**src/rtl/sw_key_pkg.sv**
```systemverilog
// Shared definitions for the switch/button peripheral:
// status-word field layout used by RTL, software and the bench.
package sw_key_pkg;

  localparam int SW_LSB  = 0;
  localparam int SW_W    = 16;
  localparam int BTN_LSB = 16;
  localparam int BTN_W   = 5;
  localparam int CAP_LSB = 21;
  localparam int CAP_W   = 5;
  localparam int IN_W    = SW_W + BTN_W;
  localparam int CNT_W   = 24;

  function automatic logic [31:0] status_word(
    input logic [SW_W-1:0]  s,
    input logic [BTN_W-1:0] b,
    input logic [CAP_W-1:0] c
  );
    return {6'b0, c, b, s};
  endfunction

endpackage

```
**src/rtl/sw_key_debounce.sv**
```systemverilog
// One input bit: 2-flop synchronizer followed by a
// two-sample debouncer advanced by the shared tick.
module debounce_bit (
  input  logic i_clk,
  input  logic i_rst,
  input  logic i_tick,
  input  logic i_raw,
  output logic o_stable
);

  logic r_sync1;
  logic r_sync2;
  logic r_prev;
  logic r_stable;

  // Bring the asynchronous input into the clock domain.
  always_ff @(posedge i_clk) begin
    if (i_rst) begin
      r_sync1 <= 1'b0;
      r_sync2 <= 1'b0;
    end else begin
      r_sync1 <= i_raw;
      r_sync2 <= r_sync1;
    end
  end

  // Accept a new level only after two agreeing tick samples.
  always_ff @(posedge i_clk) begin
    if (i_rst) begin
      r_prev   <= 1'b0;
      r_stable <= 1'b0;
    end else if (i_tick) begin
      r_prev <= r_sync2;
      if (r_sync2 == r_prev)
        r_stable <= r_sync2;
    end
  end

  assign o_stable = r_stable;

endmodule

```
**src/rtl/sw_key.sv**
```systemverilog
// Switch/button peripheral: debounced inputs, sticky
// button captures with write-1-to-clear, registered read port.
module sw_key
  import sw_key_pkg::*;
#(
  parameter int DEBOUNCE_CYCLES = 100000
) (
  input  logic        sck,
  input  logic        rst,
  input  logic        cs_n,
  input  logic        rw,
  input  logic [31:0] mosi,
  output logic [31:0] miso,
  input  logic [15:0] sw,
  input  logic [4:0]  btn
);

  localparam logic [CNT_W-1:0] TICK_LAST =
    CNT_W'(DEBOUNCE_CYCLES - 1);

  logic [CNT_W-1:0] r_cnt;
  logic [BTN_W-1:0] r_btn_dly;
  logic [CAP_W-1:0] r_cap;
  logic [31:0]      r_miso;

  logic             w_tick;
  logic [IN_W-1:0]  w_raw;
  logic [IN_W-1:0]  w_stable;
  logic [SW_W-1:0]  w_sw_st;
  logic [BTN_W-1:0] w_btn_st;
  logic [BTN_W-1:0] w_rise;
  logic [CAP_W-1:0] w_clr;
  logic             w_wr;
  logic             w_rd;
  logic [31:0]      w_status;
  logic             w_unused;

  assign w_tick = (r_cnt == TICK_LAST);
  assign w_raw  = {btn, sw};

  // Free-running sample-period counter shared by every bit.
  always_ff @(posedge sck) begin
    if (rst)
      r_cnt <= '0;
    else if (w_tick)
      r_cnt <= '0;
    else
      r_cnt <= r_cnt + 1'b1;
  end

  for (genvar i = 0; i < IN_W; i++) begin : g_db
    debounce_bit u_db (
      .i_clk    (sck),
      .i_rst    (rst),
      .i_tick   (w_tick),
      .i_raw    (w_raw[i]),
      .o_stable (w_stable[i])
    );
  end

  assign w_sw_st  = w_stable[SW_LSB +: SW_W];
  assign w_btn_st = w_stable[BTN_LSB +: BTN_W];
  assign w_rise   = w_btn_st & ~r_btn_dly;

  assign w_wr  = ~cs_n & rw;
  assign w_rd  = ~cs_n & ~rw;
  assign w_clr = w_wr ? mosi[CAP_LSB +: CAP_W] : '0;

  assign w_unused = ^{mosi[31:CAP_LSB+CAP_W],
                      mosi[CAP_LSB-1:0]};

  assign w_status = status_word(w_sw_st, w_btn_st, r_cap);

  // Sticky rising-edge capture; a new capture beats a clear.
  always_ff @(posedge sck) begin
    if (rst) begin
      r_btn_dly <= '0;
      r_cap     <= '0;
    end else begin
      r_btn_dly <= w_btn_st;
      r_cap     <= (r_cap & ~w_clr) | w_rise;
    end
  end

  // Read data register, loaded only on a read cycle.
  always_ff @(posedge sck) begin
    if (rst)
      r_miso <= '0;
    else if (w_rd)
      r_miso <= w_status;
  end

  assign miso = r_miso;

endmodule
```
**config.mk**
```make
export PLATFORM = sky130hd
export DESIGN_NAME = sw_key
export DESIGN_NICKNAME = d
export VERILOG_FILES = /design/src/rtl/sw_key_pkg.sv /design/src/rtl/sw_key_debounce.sv /design/src/rtl/sw_key.sv
export SDC_FILE = /design/constraint.sdc
export NUM_CORES = 1
export LEC_CHECK = 0
export BUFFER_PORTS_ARGS = -buffer_cell sky130_fd_sc_hd__buf_4
export CORE_ASPECT_RATIO = 0.8
export CORE_MARGIN = 2
export CORE_UTILIZATION = 35
export DETAILED_ROUTE_END_ITERATION = 10
export SETUP_SLACK_MARGIN = 0.3
export SLEW_MARGIN = 20
export SYNTH_ARGS = -nofsm -noshare
export SYNTH_HDL_FRONTEND = slang
export SYNTH_SLANG_ARGS = --single-unit
```
**constraint.sdc**
```tcl
create_clock -name sck -period 2.25 [get_ports sck]
set_input_delay 0 -clock sck [delete_from_list [all_inputs] [get_ports sck]]
set_output_delay 0 -clock sck [all_outputs]
set_load 0.01 [all_outputs]
```
======== Word-level counts from Yosys, hierarchy flattened ========
Cells that the tools add are included.
storage, ports and cells
  bits in registers ....................... 144
  bits in latches ......................... 0
  bits in writable memories ............... 0
  memory bits (read-only) ................. 0
  bits of input ports ..................... 57
  output and inout port bits .............. 32
  word-level logic and storage cells ...... 143
  memories ................................ 0
operators by class
  add/sub/neg operators ................... 1
  multipliers ............................. 0
  div/mod/pow operators ................... 0
  order comparisons ....................... 0
  equal/unequal tests ..................... 22
  shift-type cells ........................ 0
  muxes and demuxes ....................... 1
  bitwise gates (word level) .............. 9
  reductions and logical operators ........ 22
operators with widths
  cell                     count
  $reduce_and A2 Y1        21
  $add A24 B1 Y24 const B  1
  $eq A24 B17 Y1 const B   1
  $eq A1 B1 Y1             21
  $and A5 B5 Y5            2
  $not A5 Y5               2
  $mux W5                  1
  $or A5 B5 Y5             1
  $and A1 B1 Y1            2
  $not A1 Y1               2
  $reduce_or A2 Y1         1

======== Logic depth before layout (Yosys ltp) ========
  word-level depth ........................ 6
  gate-level depth with buffers ........... 7
  mapped depth without buffers ............ 5

======== Modules after synthesis ========
A second synthesis with hierarchy kept.
second synthesis, totals
  cells, all modules ...................... 560
  area, all modules ....................... 5615.4 um2
modules (own cells, without submodules)
  module        times used  cells an instance  area each (um2)  sequential area each (um2)
  debounce_bit  21          13                 151.4            80.1
  sw_key        1           287                2436.1           1201.2

======== Least setup slack after synthesis ========
OpenSTA, ideal clock, no wires.
  path type ............................... flip-flop to flip-flop
  from .................................... register r_cnt[0]
  to ...................................... register g_db[18].u_db.r_stable
  setup time .............................. 0.128 ns
  arrival time ............................ 1.529 ns
  required time ........................... 2.122 ns
  slack ................................... 0.593 ns
  cell stages (with the launch flop) ...... 8
  path buffers ............................ 2
  period minus slack after synthesis ...... 1.657 ns
  cells stage by stage .................... dfxtp_1 ha_1 and4_1 buf_2 nand3_1 clkbuf_1 o31ai_1 o21ai_0
between the ends
  word-level cells in the longest chain between the ends .. 2
ends and longest elaborated chain
  element                             RTL line               RTL
  start, declared                     sw_key.sv:21           logic [CNT_W-1:0] r_cnt;
  start signal, assigned              sw_key.sv:48           r_cnt <= r_cnt + 1'b1;
  $eq A24 B17 Y1                      sw_key.sv:38           assign w_tick = (r_cnt == TICK_LAST);
  $reduce_and A2 Y1 (no source line)  --
  end signal, assigned                sw_key_debounce.sv:35  r_stable <= r_sync2;
  end, declared                       sw_key_debounce.sv:14  logic r_stable;
No other way between the ends.
A chain may end at the register's enable or synchronous reset.

======== Worst setup path after layout ========
  from .................................... register r_cnt[0]
  to ...................................... register r_cnt[22]
between the ends
  word-level cells in the longest chain between the ends .. 2
  elaborated cells between the ends (all ways) .. 3
  classes of those cells .................. add/sub: 1; eq/ne: 1; reduce/logical: 1
ends and longest elaborated chain
  element
  parallel branches: the longest is 2 deep, another holds $add A24 B1 Y24
Parallel ways; which one is timed is not known.

==> out/results.tsv <==
metric	value	unit
placed_area	0.00586	mm²
totalPowerFinal	5.33	mW
place_ws	0.337	ns
grt_pass1_vias	4065	
worstRegToRegCells	5	
path_max_fanout	8	
antenna_found_initial	0	
dieArea	0.0162	mm²
gp_congestion	0.801	
dp_hpwl	7.54	mm
synth_flop_cell	dfxtp_1	
grt_first_pass_wirelength	19.6	mm
cts_made_buffers	17	
cts_tree	done	
clock_path_buffers	2	
antenna_cells	0	
drc_errors	0	
final_common_cell	dfxtp_1	
r2r_end	r_cnt[22]$_SDFF_PP0_	
yosys_warnings	0	
rsz0062_at_grt	no	
final-seq-area	0.00288	mm²
layout_min_cycle_time	1.82	ns
ant_nets	0	
clock_sinks	144	
nets	723	
finalSetupViolCount	0	
drv_slew	0	
start_util	35.5	%
status	completed	
setup_ws	0.426	ns
min_path_type	primary input to flop	
grt_util_all_layers	15.2	%
postSynth.asyncResetShare	0	%
cts.clk_slew.worst_paths	0.05	ns
ys_seq_elements	144	
fp.dieW	142	µm
syn_avg_cell_area	8.99	µm²
drtIter0Drc	283	
netlist_area	0.00530	mm²
syn2layout_area_growth	26.7	%
worstReg2RegStart	r_cnt[0]$_SDFF_PP0_	
p_leak	2.39	nW
final_area	0.00672	mm²
clk_latency	0.41	ns
fmax	0.548	GHz
multi_input_area	0.00222	mm²
ir_drop	0.434	mV
n_fill_cell	1411	
vias	4279	
die_h	114	µm
drive_gt1_share	15.9	%
cp-start-kind	flop	
path_class	flop to flop	
core	0.0149	mm²
required	2.59	ns
drt_pass1_iterations	7	
max_stage_delay	0.40	ns
fin_tns_setup	0	ns
hold_path_end	r_cap[2]$_SDFF_PP0_	
holdCritStartpoint	cs_n	
cp_cell_sequence	ha_1 -> and4_2 -> nand4_1 -> or3_1 -> a21oi_1	
rows	40	
endpoint_kind	flop	
cts_root_buf	clkbuf_16	
io-pin-count	89	
drt-total-wl	11.7	mm
yosysSeqAreaShare	54.4	%
grt_overflow	0	
grt_max_degree	43	
port_buffers	55	
hold_viol_final	0	
whs_path_depth	5	
rrSetupSlack	0.43	ns
fin_skew	0.00544	ns
vias_per_cell	4.95	
final_cell_mix	dfxtp_1, buf_4, nand2_1	
slowest_stage	or3_1	
post_drt_wl_per_cell	13.6	µm
synthDistinctLibCells	38	
cts-htree-levels	4	
powerDensity	793	mW/mm²
max_cap_viol_count	0	
synth_enable_flop_cells	0	
synth_cells	590	
arrival	2.16	ns
period_share	81.1	%
[synth_stat cells (2+ instances only)]
cell type,n,area share [%]
dfxtp_1,144,54
nand2_1,62,4.4
a21oi_1,59,5.6
o21ai_0,57,5.4
nor2b_1,54,6.4
nand3_1,31,2.9
clkbuf_1,26,1.8
nand4_1,25,3.0
nor2_1,24,1.7
a31oi_1,21,2.5
buf_2,13,1.2
xor2_1,12,2.0
buf_4,8,1.1
o31ai_1,8,1.1
and4_1,6,0.99
nand2b_1,5,0.59
o21ai_1,4,0.38
nor3_1,3,0.28
nor4_1,3,0.35
or3_1,3,0.35
or4_1,3,0.42
and3_1,2,0.24
xnor2_1,2,0.33
[cell families (layout without fill, tap and decap cells)]
kind of cell    count (synthesis)  after routing  share of synthesized area [%]
simple gates                  229            229                           23.0
compound gates                151            151                           15.3
flops                         144            144                           54.4
buf+inv                        49            129                           4.48
xor+xnor                       14             14                           2.31
fa+ha+maj                       1              1                          0.236
other cells                     1              6                         0.0707
mux                             1              1                          0.212
[report_power, final]
part           switching, mW  internal [mW]
Combinational         0.0870         0.0967
Sequential            0.0212           2.59
Clock                  0.968           1.56
[layer usage]
metal / vias to the layer above / share of wire (%) / global-route usage (%)
met3: 16 / 5.7 / 4.27
met5: - / 0 / 0
met2: 140 / 41 / 22.1
li1: 2192 / - / -
met4: 0 / 1.4 / 6.40
met1: 1931 / 52 / 21.3
[area by class of cell]
| class | instances | area share [%] |
|---|---|---|
| clock buffer | 25 | 7.67 |
| clock inverter | 4 | 0.410 |
| inverter | 1 | 0.0559 |
| multi-input combinational | 402 | 33.1 |
| sequential | 144 | 42.9 |
| tap | 189 | 3.52 |
| timing repair buffer | 99 | 12.3 |
[worst max-delay path: cells and delay by family, from the launching register on]
family                     cells  cell delay, ns
AOI/OAI and AO/OA              1            0.14
adders and majority gates      1            0.26
DFF                            1            0.36
and+or+nand+nor                3            1.00
[worst max path at each step]
stage / start / end / slack (ns) / depth (start not counted)
2_1_floorplan: r_cnt[0]$_SDFF_PP0_ / g_db[18].u_db.o_stable$_SDFFE_PP0P_ / 0.59 / 7
3_5_place_dp: r_cnt[0]$_SDFF_PP0_ / r_cnt[18]$_SDFF_PP0_ / 0.34 / 5
6_report: r_cnt[0]$_SDFF_PP0_ / r_cnt[22]$_SDFF_PP0_ / 0.43 / 5
4_1_cts: r_cnt[0]$_SDFF_PP0_ / r_cnt[22]$_SDFF_PP0_ / 0.31 / 5
3_3_place_gp: r_cnt[0]$_SDFF_PP0_ / r_cnt[22]$_SDFF_PP0_ / 0.44 / 5
5_1_grt: r_cnt[0]$_SDFF_PP0_ / r_cnt[22]$_SDFF_PP0_ / 0.32 / 5
[registers in the layout, summed over array words and instances (netlist names)]
| name | cells |
|---|---|
| miso | 26 |
| g_db.u_db.r_prev | 21 |
| g_db.u_db.o_stable | 21 |
| g_db.u_db.r_sync1 | 21 |
| r_btn_dly | 5 |
| r_cnt | 24 |
| g_db.u_db.r_sync2 | 21 |
| r_cap | 5 |
[per-stage QoR]
step	hold slack, ns	cells	utilization [%]
5_1_grt	0.0314	864	45.0
3_3_place_gp	0.214	805	39.3
2_1_floorplan	0.128	595	-
3_5_place_dp	0.214	805	39.3
6_report	0.0215	864	45.0
4_1_cts	0.00488	863	44.9
[what timing repair did]
item	CTS	global route
hold buffers	29	0
buffers inserted	0	1
endpoints found under the hold margin	26	0
endpoints found under the setup margin	0	11
resized for setup	0	4
Note: power is estimated with default switching activity, not from simulation.
